### src/rtl/fe_modexp_ctrl.sv
`default_nettype none
// ============================================================================
// Module   : fe_modexp_ctrl
// Brief    : Constant-time square-and-multiply sequencer computing
//            base^exponent mod (2^255-19) on an external modular multiplier.
// Revision : 1.0 - initial release
// ============================================================================
module fe_modexp_ctrl #(
    parameter int WIDTH       = 255,
    parameter int EXP_WIDTH   = 255,
    parameter int MUL_LATENCY = 4
) (
    input  logic                 clk,
    input  logic                 rst,
    input  logic                 start,
    input  logic [WIDTH-1:0]     base,
    input  logic [EXP_WIDTH-1:0] exponent,
    output logic                 ready,
    output logic                 done,
    output logic [WIDTH-1:0]     result,
    output logic [WIDTH-1:0]     mul_in1,
    output logic [WIDTH-1:0]     mul_in2,
    input  logic [WIDTH-1:0]     mul_out
);

    localparam int CW = (MUL_LATENCY > 1) ? $clog2(MUL_LATENCY) : 1;
    localparam int IW = (EXP_WIDTH > 1) ? $clog2(EXP_WIDTH) : 1;

    localparam logic [CW-1:0]    c_cnt_last = CW'(MUL_LATENCY - 1);
    localparam logic [IW-1:0]    c_idx_top  = IW'(EXP_WIDTH - 1);
    localparam logic [WIDTH-1:0] c_one      = WIDTH'(1);

    typedef enum logic [1:0] {
        ST_IDLE = 2'd0,
        ST_SQR  = 2'd1,
        ST_MUL  = 2'd2,
        ST_DONE = 2'd3
    } state_t;

    state_t               r_state;
    logic [WIDTH-1:0]     r_base;
    logic [EXP_WIDTH-1:0] r_exp;
    logic [WIDTH-1:0]     r_acc;
    logic [CW-1:0]        r_cnt;
    logic [IW-1:0]        r_idx;

    logic                 w_last;
    logic [WIDTH-1:0]     w_mul_sel;

    assign w_last    = (r_cnt == c_cnt_last);
    // The multiply is always issued; a zero exponent bit simply discards the product.
    assign w_mul_sel = r_exp[r_idx] ? mul_out : r_acc;

    always_ff @(posedge clk) begin
        if (rst) begin
            r_state <= ST_IDLE;
            r_base  <= '0;
            r_exp   <= '0;
            r_acc   <= '0;
            r_cnt   <= '0;
            r_idx   <= c_idx_top;
            ready   <= 1'b1;
            done    <= 1'b0;
            result  <= '0;
            mul_in1 <= '0;
            mul_in2 <= '0;
        end else begin
            case (r_state)
                ST_IDLE: begin
                    done <= 1'b0;
                    if (start) begin
                        r_base  <= base;
                        r_exp   <= exponent;
                        r_acc   <= c_one;
                        r_idx   <= c_idx_top;
                        r_cnt   <= '0;
                        mul_in1 <= c_one;
                        mul_in2 <= c_one;
                        ready   <= 1'b0;
                        r_state <= ST_SQR;
                    end
                end

                ST_SQR: begin
                    if (w_last) begin
                        r_acc   <= mul_out;
                        r_cnt   <= '0;
                        mul_in1 <= mul_out;
                        mul_in2 <= r_base;
                        r_state <= ST_MUL;
                    end else begin
                        r_cnt <= r_cnt + 1'b1;
                    end
                end

                ST_MUL: begin
                    if (w_last) begin
                        r_acc <= w_mul_sel;
                        r_cnt <= '0;
                        if (r_idx == '0) begin
                            result  <= w_mul_sel;
                            done    <= 1'b1;
                            mul_in1 <= '0;
                            mul_in2 <= '0;
                            r_state <= ST_DONE;
                        end else begin
                            r_idx   <= r_idx - 1'b1;
                            mul_in1 <= w_mul_sel;
                            mul_in2 <= w_mul_sel;
                            r_state <= ST_SQR;
                        end
                    end else begin
                        r_cnt <= r_cnt + 1'b1;
                    end
                end

                ST_DONE: begin
                    done    <= 1'b0;
                    ready   <= 1'b1;
                    r_state <= ST_IDLE;
                end

                default: begin
                    r_state <= ST_IDLE;
                end
            endcase
        end
    end

endmodule
`default_nettype wire

### config.mk
export PLATFORM = sky130hd
export DESIGN_NAME = fe_modexp_ctrl
export DESIGN_NICKNAME = d
export VERILOG_FILES = /design/src/rtl/fe_modexp_ctrl.sv
export SDC_FILE = /design/constraint.sdc
export NUM_CORES = 2
export LEC_CHECK = 0
export ABC_AREA = 0
export CAP_MARGIN = 20
export CORE_AREA = 2 2 606 608
export CTS_CLUSTER_DIAMETER = 120
export CTS_CLUSTER_SIZE = 8
export DETAILED_ROUTE_END_ITERATION = 12
export DIE_AREA = 0 0 608 610
export SETUP_SLACK_MARGIN = 0.1
export SLEW_MARGIN = 20
export SYNTH_ARGS = -nofsm -noshare
export SYNTH_HDL_FRONTEND = slang
export SYNTH_SLANG_ARGS = --single-unit
### constraint.sdc
create_clock -name clk -period 4 [get_ports clk]
set_input_delay 1 -clock clk [delete_from_list [all_inputs] [get_ports clk]]
set_output_delay 1 -clock clk [all_outputs]
set_load 0.01 [all_outputs]
; After elaboration in Yosys (flattened, before gate mapping)
; Cells that the tools add are included.
[totals]
reg_bits = 1544
in_bits = 768
output_inout_bits = 767
elab_cells = 69
[op_classes]
n_addsub = 2
n_lt_le_gt_ge = 1
n_eq_ne = 9
mux = 29
reduce_logical = 17
[op_table]
columns = cell, count
row1 = 255-bit case mux with 3 select lines, 3
row2 = 255-bit two-way mux, 7
row3 = 8-bit two-way mux, 3
row4 = 8-bit case mux with 2 select lines, 1
row5 = 2-bit two-way mux, 6
row6 = "2-bit != test, second input constant", 5
row7 = "8-bit by 9-bit < comparator with 1-bit output, second input constant", 1
row8 = 3-bit AND reduction, 3
row9 = 1-bit binary-select mux with 8-bit select, 1
row10 = 8-bit zero test, 1
row11 = 2-bit case mux with 4 select lines, 1
row12 = 4-bit AND reduction, 2
row13 = 2-bit nonzero test, 4
row14 = "8-bit by 1-bit subtractor with 8-bit output, second input constant", 1
row15 = "2-bit == test, second input constant", 3
row16 = 2-bit AND reduction, 3
row17 = 1-bit two-way mux, 4
row18 = 1-bit case mux with 2 select lines, 2
row19 = 2-bit case mux with 2 select lines, 1
row20 = 2-bit OR reduction, 2
row21 = 3-bit nonzero test, 1
row22 = "2-bit by 1-bit adder with 2-bit output, second input constant", 1
row23 = "2-bit by 1-bit == test with 1-bit output, second input constant", 1
row24 = 2-bit zero test, 1

; Longest topological paths before layout
[logic_depth]
ltp_word = 6
depth_mapped = 15
mapped_depth_nobuf = 10

; Worst setup path before layout
; OpenSTA, ideal clock, no wires.
[synth_path]
path_type = flip-flop to flip-flop
from = register r_idx[0]
to = register mul_in1[0]
setup_ns = 0.120
arrival_ns = 2.917
t_required_ns = 3.880
slack_ns = 0.963
path_stages_with_launch = 15
path_buffers = 7
period_less_slack_ns = 3.037
cell_sequence = dfxtp_1 buf_4 buf_6 buf_6 mux4_2 a2111oi_0 o211ai_1 o21ai_1 o32a_2 buf_6 buf_6 buf_6 buf_6 nor2_1 a211o_1
[synth_via]
elab_chain_len = 6
word_cells_on_any_way = 7
cone_classes = mux: 6 / reduce/logical: 1
[synth_lines]
columns = item, line_no
row1 = start: declaration, 45  ; logic [IW-1:0] r_idx;
row2 = start signal: assignment, 61  ; r_idx <= c_idx_top;
row3 = start signal: assignment, 75  ; r_idx <= c_idx_top;
row4 = start signal: assignment, 107  ; r_idx <= r_idx - 1'b1;
row5 = 1-bit binary-select mux with 8-bit select, 52  ; assign w_mul_sel = r_exp[r_idx] ? mul_out : r_acc;
row6 = 1-bit two-way mux (not written as such), 52
row7 = 255-bit two-way mux, 52
row8 = 255-bit two-way mux *, 100  ; if (r_idx == '0) begin
row9 = 255-bit two-way mux *, 97  ; if (w_last) begin
row10 = 255-bit case mux with 3 select lines *, 68  ; case (r_state)
row11 = end signal: assignment, 77  ; mul_in1 <= c_one;
row12 = end signal: assignment, 88  ; mul_in1 <= mul_out;
row13 = end signal: assignment, 108  ; mul_in1 <= w_mul_sel;
row14 = end: declaration, 21  ; output logic [WIDTH-1:0] mul_in1,
; Mark *: on every way between the ends. The rest lies on a longest branch, timed or not. The select of a mux whose other input is x is not followed.
; A chain may end at the register's enable or synchronous reset.

; Worst setup path after layout
[layout_path]
from = register r_idx[3]
to = register mul_in2[120]
[layout_via]
elab_chain_len = 6
word_cells_on_any_way = 7
cone_classes = mux: 6 / reduce/logical: 1
[layout_lines]
columns = item, line_no
row1 = 1-bit binary-select mux with 8-bit select, 52
row2 = 1-bit two-way mux (not written as such), 52
row3 = 255-bit two-way mux, 52
row4 = 255-bit two-way mux *, 100
row5 = 255-bit two-way mux *, 97
row6 = 255-bit case mux with 3 select lines *, 68
row7 = end signal: assignment, 78  ; mul_in2 <= c_one;
row8 = end signal: assignment, 89  ; mul_in2 <= r_base;
row9 = end signal: assignment, 109  ; mul_in2 <= w_mul_sel;
row10 = end: declaration, 22  ; output logic [WIDTH-1:0] mul_in2,
; Marked as above.

==> results.yml <==
sta:
  hold_viol: 0
  final.setup.tns_ns: 0
  setup_violations: 0
  rsz0062_at_grt: "false"
  skew_ns: 0.0730
  final_max_slew_viol_count: 0
  max_freq_mhz: 264
  relSlewSlack_pct: 20.3
  fin_crit_sh_pct: 94.7
  worst_slack_ns: 0.211
  worst_slew_pin_slew_ns: 1.20
  period_needed_ns: 3.79
flow_run:
  maxCapViolCount: 0
die:
  die_w_um: 608
  io_pins: 1535
  start_util_pct: 17.7
  dieArea_um2: 371000
  rows: 222
  coreArea_um2: 364000
  fp.dieH_um: 610
logic_synthesis:
  syn_area_per_cell_um2: 8.63
  synth-seq-cells: 1544
  syn_area_um2: 64300
  ys.flop_type: "dfxtp_1"
  post-synth-top-count-cell: "dfxtp_1"
  netlist.area_leader.share_pct: 48.0
  synth_area_leaders: "dfxtp_1, a21oi_1, nand2_1"
  syn_nets: 8226
  synth_edf_count: 0
  netlist_top_cells_count: "dfxtp_1, nand2_1, a21oi_1"
  synth.distinct_cells: 55
  synth_area_leader_cell: "dfxtp_1"
  ys_seq_area_share_pct: 48.0
  synthCells: 7452
  yosysWarnings: 0
  async_flop_share_pct: 0
layout:
  drive_gt1_share_pct: 7.73
  areaGrowthSynthToFinish_pct: 43.4
  nNetsFinal: 9537
min_path:
  hold_path_class: "flop to flop"
  worstHoldStart: "r_exp[67]$_SDFFE_PP0P_"
cts:
  clockBufferDepth: 4
  worst_skew_pair.late_latency_ns: 0.89
  clockRootBuffer: "clkbuf_16"
  cts_buffers: 218
  clk_pin_slew_worst_paths_ns: 0.05
  h-tree-depth: 4
  tritoncts: "done"
  cts_num_sinks: 1544
  ctsHoldBuffers: 0
routing:
  routedWlPerCell_um: 27.3
  drcViolationCount: 0
  drtIter0Drc: 6413
  vias_per_cell: 4.82
  drt_pass1_iterations: 6
  route.final.wire_length_um: 372000
  ant_nets: 0
  route.vias.total: 65800
power:
  p_leak_nw: 31.4
  ir_drop_uv: 762
  finalPower_mw: 53.6
  powerDensity_nw_per_um2: 581
grt:
  grt_antenna_before_repair: 137
  grt_max_degree: 199
  grt_overflow: 0
  track_usage_pct: 19.0
  grt_pass1_wl_um: 502000
  grt_pass1_vias: 60100
critical_path:
  cp.required_ns: 4.73
  cp_max_fo: 17
  startpoint: "r_idx[3]$_SDFFE_PP1P_"
  crit_type: "flop to flop"
  worstPathArrival_ns: 4.52
  setup.worst_path.end_class: "flop"
  r2r_start: "r_idx[3]$_SDFFE_PP1P_"
  start_kind: "flop"
placement:
  routabilityCongestion: 0.919
  dp_hpwl_um: 285000
  io_buffers: 1534
  dp_slack_ns: -0.144
status:
  status: "complete, no violations"
layer usage:
layer | track usage [%] | part of all wire [%] | vias to the layer above
met1 | 22.8 | 40 | 32100
met3 | 6.95 | 10 | 670
met2 | 30.1 | 45 | 2862
met5 | 0 | 0.11 | -
met4 | 8.71 | 4.8 | 66
li1 | - | - | 30000
cell type report:
cell class | instances | area (um2)
Fill cell | 39400 | 272000
Sequential cell | 1544 | 30900
Multi-Input combinational cell | 5104 | 30200
Timing Repair Buffer | 1885 | 19200
Tap cell | 4816 | 6030
Clock buffer | 224 | 5510
Clock inverter | 17 | 268
Antenna cell | 57 | 143
Inverter | 10 | 37.5
timing repair:
| item | in CTS | in global routing |
|---|---|---|
| resized for setup | 7 | 7 |
| setup buffers | 0 | 4 |
| endpoints found under the setup margin | 428 | 268 |
| cloned | 1 | 0 |
| endpoints found under the hold margin | 0 | 0 |
flip-flops by register name (all words and copies together) (netlist names):
register  cells
ready         1
r_idx         8
r_acc       255
r_cnt         2
result      255
mul_in2     255
r_state       2
mul_in1     255
done          1
r_base      255
r_exp       255
placed cells by master (no fill, tap or decap), types with 57 or more instances in the layout:
cell type	count
a211oi_1	260
a21oi_1	1023
a22oi_1	508
a31oi_1	254
buf_12	89
buf_4	258
clkbuf_16	219
clkdlybuf4s50_1	1533
dfxtp_1	1540
diode_2	57
mux2i_1	277
mux4_2	58
nand2_1	1045
nand3_1	268
nor2_1	293
o21ai_0	765
o311a_1	253
worst max-delay path, stage by stage (launching register included):
cell and delay (ns):
dfxtp_1 0.47, inv_1 0.27, nor2_1 0.45, o211ai_1 0.18, o2111a_1 0.16, or4_1 0.63
o32a_4 0.32, buf_12 0.18, buf_4 0.25, mux2i_1 0.44, o21ai_0 0.17
final timing paths:
path	slack, ns	endpoint	cells past startpoint
worst min register to register	0.45	r_exp[67]$_SDFFE_PP0P_	2
worst max-delay path	0.21	mul_in2[120]$_SDFFE_PP0P_	10
worst max register to register	0.21	mul_in2[120]$_SDFFE_PP0P_	10
worst min-delay path	0.45	r_exp[67]$_SDFFE_PP0P_	2
report_power, final:
part	switching [mW]	internal, mW	leakage [nW]	total (mW)
clock network	7.15	9.65	2.83	16.8
logic	12.9	6.12	16.1	19.0
registers	0.994	16.8	12.5	17.8
total	21.0	32.6	31.4	53.6
metrics by stage:
stage | utilization (%) | hold slack, ns | cells | instance area, um2
global placement | 23.7 | 0.441 | 13400 | 86200
finish | 25.3 | 0.451 | 13700 | 92300
detailed placement | 23.7 | 0.445 | 13400 | 86200
global route | 25.3 | 0.466 | 13600 | 92200
floorplan | - | 0.433 | 7452 | 64300
CTS | 25.3 | 0.452 | 13600 | 92100
logic make-up after synthesis:
family	after synthesis	share of synthesized area, %
AOI/OAI and AO/OA	3100	29.7
xor gates and xnor gates	7	0.0953
and+or+nand+nor	1644	10.3
DFF	1544	48.0
adders and majority gates	6	0.117
buffers and inverters	804	5.22
muxes	347	6.54
Note: power is estimated with default switching activity, not from simulation.
